===== config.mk =====
export PLATFORM = sky130hd
export DESIGN_NAME = counter_sequencer
export DESIGN_NICKNAME = d
export VERILOG_FILES = /design/src/rtl/counter_seq_pkg.sv /design/src/rtl/rate_divider.sv /design/src/rtl/counter_sequencer.sv
export SDC_FILE = /design/constraint.sdc
export NUM_CORES = 1
export LEC_CHECK = 0
export CAP_MARGIN = 20
export CELL_PAD_IN_SITES_DETAIL_PLACEMENT = 1
export CELL_PAD_IN_SITES_GLOBAL_PLACEMENT = 1
export CORE_ASPECT_RATIO = 2
export CORE_MARGIN = 10
export CORE_UTILIZATION = 44
export CTS_CLUSTER_SIZE = 12
export DETAILED_ROUTE_END_ITERATION = 10
export PLACE_DENSITY_LB_ADDON = 0.1
export SETUP_SLACK_MARGIN = 0.3
export SYNTH_ARGS = -nofsm -noshare
export SYNTH_HDL_FRONTEND = slang
export SYNTH_SLANG_ARGS = --single-unit

===== constraint.sdc =====
create_clock -name Clock -period 6.25 [get_ports Clock]
set_clock_uncertainty 0.15 [all_clocks]
set_input_delay 0.625 -clock Clock [delete_from_list [all_inputs] [get_ports Clock]]
set_output_delay 0.625 -clock Clock [all_outputs]
set_load 0.01 [all_outputs]

===== src/rtl/counter_seq_pkg.sv =====
// counter_seq_pkg: shared definitions for counter_sequencer.
//   - state_t : controller FSM state (IDLE/CLEAR/RUN/HOLD, 2-bit)
//   - RATE_*  : RateSel encodings
//   - STATE_W : width of the exported State port
package counter_seq_pkg;

  localparam int unsigned STATE_W = 2;

  typedef enum logic [STATE_W-1:0] {
    ST_IDLE  = 2'd0,
    ST_CLEAR = 2'd1,
    ST_RUN   = 2'd2,
    ST_HOLD  = 2'd3
  } state_t;

  localparam logic [1:0] RATE_FULL = 2'd0;
  localparam logic [1:0] RATE_DIV1 = 2'd1;
  localparam logic [1:0] RATE_DIV2 = 2'd2;
  localparam logic [1:0] RATE_DIV3 = 2'd3;

endpackage


===== src/rtl/rate_divider.sv =====
// rate_divider: DIV_W-bit down-counter that paces the count enable.
// Ports:
//   i_clk, i_rst_n : clock, asynchronous active-low reset (count -> 0)
//   i_load         : load i_load_val (highest priority)
//   i_load_val     : value loaded by i_load
//   i_hold         : freeze the count
//   i_reload       : value taken when the count reaches zero and is not held
//   o_tick         : high while count == 0
module rate_divider #(
  parameter int unsigned DIV_W = 26
) (
  input  logic             i_clk,
  input  logic             i_rst_n,
  input  logic             i_load,
  input  logic [DIV_W-1:0] i_load_val,
  input  logic             i_hold,
  input  logic [DIV_W-1:0] i_reload,
  output logic             o_tick
);

  logic [DIV_W-1:0] r_count;

  always_ff @(posedge i_clk or negedge i_rst_n) begin
    if (!i_rst_n) begin
      r_count <= '0;
    end else if (i_load) begin
      r_count <= i_load_val;
    end else if (!i_hold) begin
      if (r_count == '0) r_count <= i_reload;
      else               r_count <= r_count - 1'b1;
    end
  end

  assign o_tick = (r_count == '0);

endmodule


===== src/rtl/counter_sequencer.sv =====
// counter_sequencer: drives clear/enable strobes of an external WIDTH-bit
// up-counter with start/stop/pause, free-run or one-shot-to-Limit operation.
// Ports:
//   Clock, Resetn       : clock, asynchronous active-low reset
//   Start, Stop         : start/resume and pause/abort requests (levels)
//   Mode                : 0 free-run, 1 one-shot until CounterValue==Limit
//   RateSel             : 0 enable every cycle, 1/2/3 one per DIVn+1 cycles
//   Limit, CounterValue : one-shot terminal value, counter feedback
//   CountEnable         : counter enable strobe
//   CountClear          : counter synchronous clear strobe
//   Busy, Done, State   : status (Done is a one-cycle completion pulse)
// Optional: define COUNTER_SEQUENCER_AUTO_RESTART_EN to re-clear and restart
// after each one-shot completion instead of returning to IDLE.
module counter_sequencer
  import counter_seq_pkg::*;
#(
  parameter int unsigned WIDTH = 8,
  parameter int unsigned DIV_W = 26,
  parameter int unsigned DIV1  = 49999999,
  parameter int unsigned DIV2  = 24999999,
  parameter int unsigned DIV3  = 12499999
) (
  input  logic             Clock,
  input  logic             Resetn,
  input  logic             Start,
  input  logic             Stop,
  input  logic             Mode,
  input  logic [1:0]       RateSel,
  input  logic [WIDTH-1:0] Limit,
  input  logic [WIDTH-1:0] CounterValue,
  output logic             CountEnable,
  output logic             CountClear,
  output logic             Busy,
  output logic             Done,
  output logic [1:0]       State
);

  state_t           r_state;
  state_t           w_next_state;
  logic             r_done;
  logic             w_tick;
  logic             w_terminal;
  logic             w_div_load;
  logic             w_div_hold;
  logic [DIV_W-1:0] w_reload;

  assign w_terminal = (r_state == ST_RUN) && Mode && (CounterValue == Limit);

  always_comb begin
    w_reload = '0;
    case (RateSel)
      RATE_FULL: w_reload = '0;
      RATE_DIV1: w_reload = DIV_W'(DIV1);
      RATE_DIV2: w_reload = DIV_W'(DIV2);
      RATE_DIV3: w_reload = DIV_W'(DIV3);
      default:   w_reload = '0;
    endcase
  end

  // Divider runs only on RUN cycles that issue or wait for an enable; a Stop
  // or terminal cycle freezes it so a later resume continues the same period.
  assign w_div_load = (r_state == ST_CLEAR);
  assign w_div_hold = (r_state != ST_RUN) || Stop || w_terminal;

  rate_divider #(
    .DIV_W (DIV_W)
  ) u_rate_divider (
    .i_clk      (Clock),
    .i_rst_n    (Resetn),
    .i_load     (w_div_load),
    .i_load_val ('0),
    .i_hold     (w_div_hold),
    .i_reload   (w_reload),
    .o_tick     (w_tick)
  );

  always_ff @(posedge Clock or negedge Resetn) begin
    if (!Resetn) begin
      r_state <= ST_IDLE;
      r_done  <= 1'b0;
    end else begin
      r_state <= w_next_state;
      r_done  <= w_terminal;
    end
  end

  always_comb begin
    w_next_state = r_state;
    case (r_state)
      ST_IDLE:  if (Start && !Stop) w_next_state = ST_CLEAR;
      ST_CLEAR: w_next_state = ST_RUN;
      ST_RUN: begin
        if (w_terminal) begin
`ifdef COUNTER_SEQUENCER_AUTO_RESTART_EN
          w_next_state = ST_CLEAR;
`else
          w_next_state = ST_IDLE;
`endif
        end else if (Stop) begin
          w_next_state = ST_HOLD;
        end
      end
      ST_HOLD: begin
        if (Stop)       w_next_state = ST_IDLE;
        else if (Start) w_next_state = ST_RUN;
      end
      default: w_next_state = ST_IDLE;
    endcase
  end

  always_comb begin
    CountEnable = (r_state == ST_RUN) && w_tick && !Stop && !w_terminal;
    CountClear  = (r_state == ST_CLEAR);
    Busy        = (r_state != ST_IDLE);
    Done        = r_done;
    State       = r_state;
  end

endmodule


==> reports/metrics.yaml, run 1 <==
hold_class: "reg -> reg"
cts_tree: "built"
final_layout_size_suffix_gt1_share_pct: 10.0
wl_per_cell_microns: 21.6
synth_cell_type_count: 53
synth_warnings: 0
overflow: 0
ios: 29
grt_max_degree: 30
initial_utilization_pct: 45.4
slew_headroom_pct: 53.1
async_flop_share_pct: 100
synthCells: 219
ir_drop_mv: 0.241
dp.final_hpwl_mm: 5.04
placed_cells: 295
fin_crit_ns: 3.55
fillers: 529
cp_max_fo: 5
first_global_vias: 2170
cp_slowest_cell: "clkdlybuf4s50_1"
synthToLayoutAreaGrowth_pct: 21.2
crit_start: "u_rate_divider.r_count[0]"
synth_area_per_cell_sq_um: 8.99
path_clk_slew_ns: 0.07
synth_nets: 250
layout_setup_ws_ns: 2.70
crit_type: "reg -> out"
numCtsBuffers: 5
grt_antenna_before_repair: 0
cts_sinks: 29
final_util_pct: 55.0
routed_wl_mm: 6.54
cts_resized: 0
final_cells: 303
cp_slowest_stage_delay_ns: 0.58
slew_violations: 0
r2r_end: "u_rate_divider.r_count[23]"
cp_cell_sequence: "inv_1, ha_1, nor3b_1, nand4_1, nor3_1, clkdlybuf4s50_1"
worstPathArrival_ns: 2.78
synth-edff-count: 0
root_buffer: "clkbuf_8"
period_share_pct: 56.9
reg2reg_from: "u_rate_divider.r_count[0]"
num_rows: 34
start_kind: "flop"
status: "complete, no violations"
portBuffers: 28
globalplace.congestion: 0.826
path_depth: 6
drcViolationCount: 0
clock_path_buffers: 2
via_per_inst: 6.40
fin_setup_tns_ns: 0
ant_nets: 0
die_h_microns: 115
hold_viol_final: 0
die_w_microns: 67.3
cts_max_level: 2
fin_nets: 279
syn_area_sq_um: 1970
timing.fmax_mhz: 281
end_kind: "output port"
rsz0062_at_grt: "no"
cts_hold_buf: 0
setup_viol: 0
core_region_area_sq_um: 4340
critical_path_required_ns: 5.47
reg2regPathDepth: 8
gr-usage-all-layers_pct: 18.0
drv_cap: 0
reg2reg_slack_ns: 3.14
endpoint: "CountEnable"
drt_pass1_iterations: 4
critPathTopFamily: "simple AND/OR/NAND/NOR gates"
grt_pass1_wl_mm: 10.8
die_area_sq_um: 7710
seq_area_frac_synth_pct: 36.9
ys_ff_latch: 29
num_vias: 1938
leakagePower_nw: 0.983
diodes: 0
clkLatencyLatePin_ns: 0.28
dr.first_iter.drc_count: 74
post-cts-setup-buffers: 0
p_per_area_nw_per_um2: 415
worst_slew_pin_slew_ns: 0.703
path_buf_inv: 2
pre_cts_slack_ns: 2.95
synthFlopType: "dfrtp_1"
## placed cells by master, fill, tap and decap left out, types with 2 or more instances in the layout
cell type        count
a21oi_1              8
nor3_1              12
or3_1                4
ha_1                 8
o31ai_1              7
o22ai_1              3
o21ai_0             13
or2_2                3
nand2_1             18
dfrtp_1             29
clkbuf_8             7
o211ai_1             2
xnor2_1              8
or4_1                2
clkdlybuf4s50_1     28
nor4_1               8
buf_4                2
nand3_1              6
nand2b_1             6
a21o_1               2
nor3_4               2
nor3b_1              2
o21ai_1              2
a31oi_1              7
o31a_1               2
inv_1                8
nor2_1              14
a32oi_1              2
nand4_1              5
a22o_1               4
nand4b_1             2
## routing by layer
layer  global-route usage (%)  up-vias  routed length (microns)
li1                         -      885                        -
met1                     17.3      953                     2250
met2                     32.8       73                     3670
met3                     3.73       27                      285
met4                     10.9        0                      326
met5                        0        -                        0
## flip-flops by register name, summed over array words and instances (netlist names)
register                cells
State                       2
Done                        1
u_rate_divider.r_count     26
## kinds of logic (layout without fill, tap and decap cells)
family	after synthesis	after routing	share of synthesized area [%]
AOI/OAI and AO/OA	64	64	22.4
DFF	29	29	36.9
and+or+nand+nor	93	93	27.7
buffers and inverters	16	46	3.94
muxes	1	1	0.509
xor gates and xnor gates	8	8	3.56
adders and majority gates	8	8	5.09
## stage by stage
step | cell area [sq um] | total power, mW | hold slack [ns]
2_1_floorplan | 1970 | 0.640 | 0.179
4_1_cts | 2380 | 0.988 | 0.376
3_5_place_dp | 2280 | 0.810 | 0.353
3_3_place_gp | 2280 | 0.777 | 0.346
5_1_grt | 2380 | 1.05 | 0.403
6_report | 2380 | 0.990 | 0.378
## cell type report
type	instances	area [sq um]	share of cell area (%)
sequential	29	726	30.4
inverter	8	30.0	1.26
multi-input combinational	174	1160	48.8
tap	54	67.6	2.83
clock inverter	1	5.00	0.210
timing repair buffer	30	295	12.4
clock buffer	7	96.3	4.04
## synthesized netlist by cell type (all sizes together) (4+ instances only)
cell type | instances | area, sq um
a31oi | 7 | 43.8
nor2 | 15 | 58.8
nor3 | 15 | 103
nor4 | 9 | 71.3
o31ai | 8 | 65.1
nand4 | 6 | 43.8
nand2 | 19 | 73.8
or3 | 4 | 25.0
nand3 | 6 | 30.0
o21ai | 15 | 75.1
buf | 4 | 32.5
xnor2 | 8 | 70.1
dfrtp | 29 | 726
clkbuf | 4 | 15.0
ha | 8 | 100
inv | 8 | 30.0
nand2b | 6 | 37.5
a22o | 4 | 35.0
a21oi | 9 | 48.8
## power breakdown
| group | switching [mW] | leakage [nW] | internal, mW |
|---|---|---|---|
| clock | 0.0749 | 0.0542 | 0.0994 |
| sequential | 0.0901 | 0.381 | 0.248 |
| combinational | 0.298 | 0.548 | 0.179 |
## how the worst min path moves through the flow
stage / start / depth (start not counted) / endpoint / slack [ns]
detailed placement: u_rate_divider.r_count[21] / 1 / u_rate_divider.r_count[21] / 0.35
global route: u_rate_divider.r_count[21] / 1 / u_rate_divider.r_count[21] / 0.40
CTS: u_rate_divider.r_count[12] / 1 / u_rate_divider.r_count[12] / 0.38
global placement: u_rate_divider.r_count[6] / 1 / u_rate_divider.r_count[6] / 0.35
finish: u_rate_divider.r_count[12] / 1 / u_rate_divider.r_count[12] / 0.38
floorplan: Resetn / 0 / Done / 0.18
Power figures use the tool's default switching activity.
==> run 2, diff against run 1 <==
--- a/config.mk
+++ b/config.mk
@@ -10,7 +10,7 @@
 export CELL_PAD_IN_SITES_GLOBAL_PLACEMENT = 1
 export CORE_ASPECT_RATIO = 2
 export CORE_MARGIN = 10
-export CORE_UTILIZATION = 44
+export CORE_UTILIZATION = 37
 export CTS_CLUSTER_SIZE = 12
 export DETAILED_ROUTE_END_ITERATION = 10
 export PLACE_DENSITY_LB_ADDON = 0.1
==> constraint.sdc (replaced) <==
create_clock -name Clock -period 2.8 [get_ports Clock]
set_clock_uncertainty 0.15 [all_clocks]
set_input_delay 0.28 -clock Clock [delete_from_list [all_inputs] [get_ports Clock]]
set_output_delay 0.28 -clock Clock [all_outputs]
set_load 0.01 [all_outputs]
==> run 2 against run 1 <==
- design area grew 7.3%
- critical path depth shrank 1
- clock power grew 100%
- via count shrank 1.3%
- count of clock-buffer cells in the layout shrank 2
- critical path type unchanged
- critical endpoint unchanged
- largest power group unchanged
==> reports/metrics.yaml, run 2 (same netlist as run 1, synthesis figures left out) <==
status: "complete, no violations"
final_common_cell: "dfrtp_1"
timing.fmax_mhz: 419
critical_path_required_ns: 2.37  # -3.10 ns
leakagePower_nw: 1.04  # +6.3%
end_kind: "output port"
via_per_inst: 5.96  # -6.8%
num_rows: 37  # +8.8%
seqCellArea_sq_um: 726  # unchanged
grt_pass1_wl_mm: 10.9  # +1.7%
fin_nets: 293  # +5.0%
clkLatencyLatePin_ns: 0.29  # about the same
worstPathArrival_ns: 1.96  # -0.82 ns
drt_pass1_iterations: 4  # unchanged
crit_type: "reg -> out"
drcViolationCount: 0  # unchanged
ant_nets: 0  # unchanged
dp.final_hpwl_mm: 5.12  # +1.5%
hold_class: "in -> async"
synthToLayoutAreaGrowth_pct: 30.0
path_clk_slew_ns: 0.07  # about the same
routed_wl_mm: 6.55  # +0.21%
period_share_pct: 85.3
die_area_sq_um: 8810  # +14%
gr-usage-all-layers_pct: 15.6  # -2.4 points
ir_drop_mv: 0.523  # +120%
die_w_microns: 71.6  # +6.4%
numCtsBuffers: 5  # unchanged
overflow: 0  # unchanged
reg2reg_from: "u_rate_divider.r_count[9]"
place_area_sq_um: 2400  # +5.0%
grt_antenna_before_repair: 0  # unchanged
rsz0062_at_grt: "yes"
start_kind: "flop"
r2r_end: "u_rate_divider.r_count[23]"
final_cell_mix: "dfrtp_1, clkdlybuf4s50_1, nand2_1"
die_h_microns: 123  # +7.5%
clock_path_buffers: 2  # unchanged
cts_max_level: 2  # unchanged
fin_crit_ns: 2.39
final_cell_area_sq_um: 2560  # +7.3%
hold_viol_final: 0  # unchanged
grt_max_degree: 30  # unchanged
slew_headroom_pct: 54.3  # +1.1 points
ios: 29  # unchanged
largest_register: "u_rate_divider.r_count"
multi_input_area_sq_um: 1230  # +5.6%
drv_cap: 0  # unchanged
cts_sinks: 29  # unchanged
initial_utilization_pct: 38.3  # -7.1 points
reg2reg_slack_ns: 0.43  # -2.71 ns
setup_viol: 0  # unchanged
worst_slew_pin_slew_ns: 0.686  # -0.0168 ns
root_buffer: "clkbuf_8"
layout_setup_ws_ns: 0.412  # -2.28 ns
fin_setup_tns_ns: 0  # unchanged
cts_hold_buf: 0  # unchanged
fillers: 612  # +16%
cp_max_fo: 5  # unchanged
portBuffers: 28  # unchanged
dr.first_iter.drc_count: 108  # +46%
wl_per_cell_microns: 20.4  # -5.4%
cts_tree: "built"
first_global_vias: 2106  # -2.9%
diodes: 0  # unchanged
num_vias: 1913  # -1.3%
core_region_area_sq_um: 5140  # +18%
final_layout_size_suffix_gt1_share_pct: 18.6  # +8.6 points
largest_register_ffs: 26  # unchanged
reg2regPathDepth: 7  # -1
slew_violations: 0  # unchanged
pre_cts_slack_ns: 0.185  # -2.77 ns
globalplace.congestion: 0.809  # -2.0%
p_per_area_nw_per_um2: 934  # +120%
run 2: layout make-up:
cell class                 instances  share of cell area, %
clock inverter                     3                  0.685
tap                               58                   2.84
multi-input combinational        174                   48.1
sequential                        29                   28.4
inverter                           8                   1.17
timing repair buffer              44                   16.2
clock buffer                       5                   2.69
run 2: what timing repair did:
item,4_1_cts,5_1_grt
pin swaps,0,3
setup buffers,0,1
endpoints found under the setup margin,6,9
gates resized for setup,10,7
run 2: critical path, stage by stage, from the launching register on:
cell and delay (ns):
dfrtp_1 0.44, or3_4 0.43, nor4_4 0.20, nand4b_1 0.17, nor3_2 0.18, clkdlybuf4s15_2 0.25
run 2: report_power, final:
group / switching (mW) / internal [mW] / leakage (nW)
clock: 0.181 / 0.171 / 0.0439
combinational: 0.728 / 0.539 / 0.620
sequential: 0.215 / 0.554 / 0.381
run 2: worst max path at each step:
stage                                           from                         end  slack, ns  depth (start not counted)
after detailed placement  u_rate_divider.r_count[20]                 CountEnable       0.18                          5
after global routing       u_rate_divider.r_count[7]  u_rate_divider.r_count[18]       0.30                          7
after floorplan            u_rate_divider.r_count[0]  u_rate_divider.r_count[23]       0.48                          9
final                     u_rate_divider.r_count[20]                 CountEnable       0.41                          5
after CTS                  u_rate_divider.r_count[1]  u_rate_divider.r_count[23]       0.30                         10
after global placement    u_rate_divider.r_count[20]                 CountEnable       0.15                          5
run 2: through the flow:
stage | power [mW] | cells | utilization (%) | hold WS (ns)
final | 2.39 | 321 | 49.8 | 0.232
after global routing | 2.57 | 321 | 49.8 | 0.272
after CTS | 2.32 | 320 | 49.0 | 0.246
after detailed placement | 1.93 | 312 | 46.7 | 0.361
after global placement | 1.92 | 312 | 46.7 | 0.348
after floorplan | 1.43 | 219 | - | -0.166
run 2: layer usage:
metal / wire [microns] / global-route usage, % / part of all wire, %
met3: 210 / 3.29 / 3.2
met4: 188 / 7.18 / 2.9
met5: 0 / 0 / 0
met2: 3660 / 29.3 / 56
met1: 2500 / 15.7 / 38
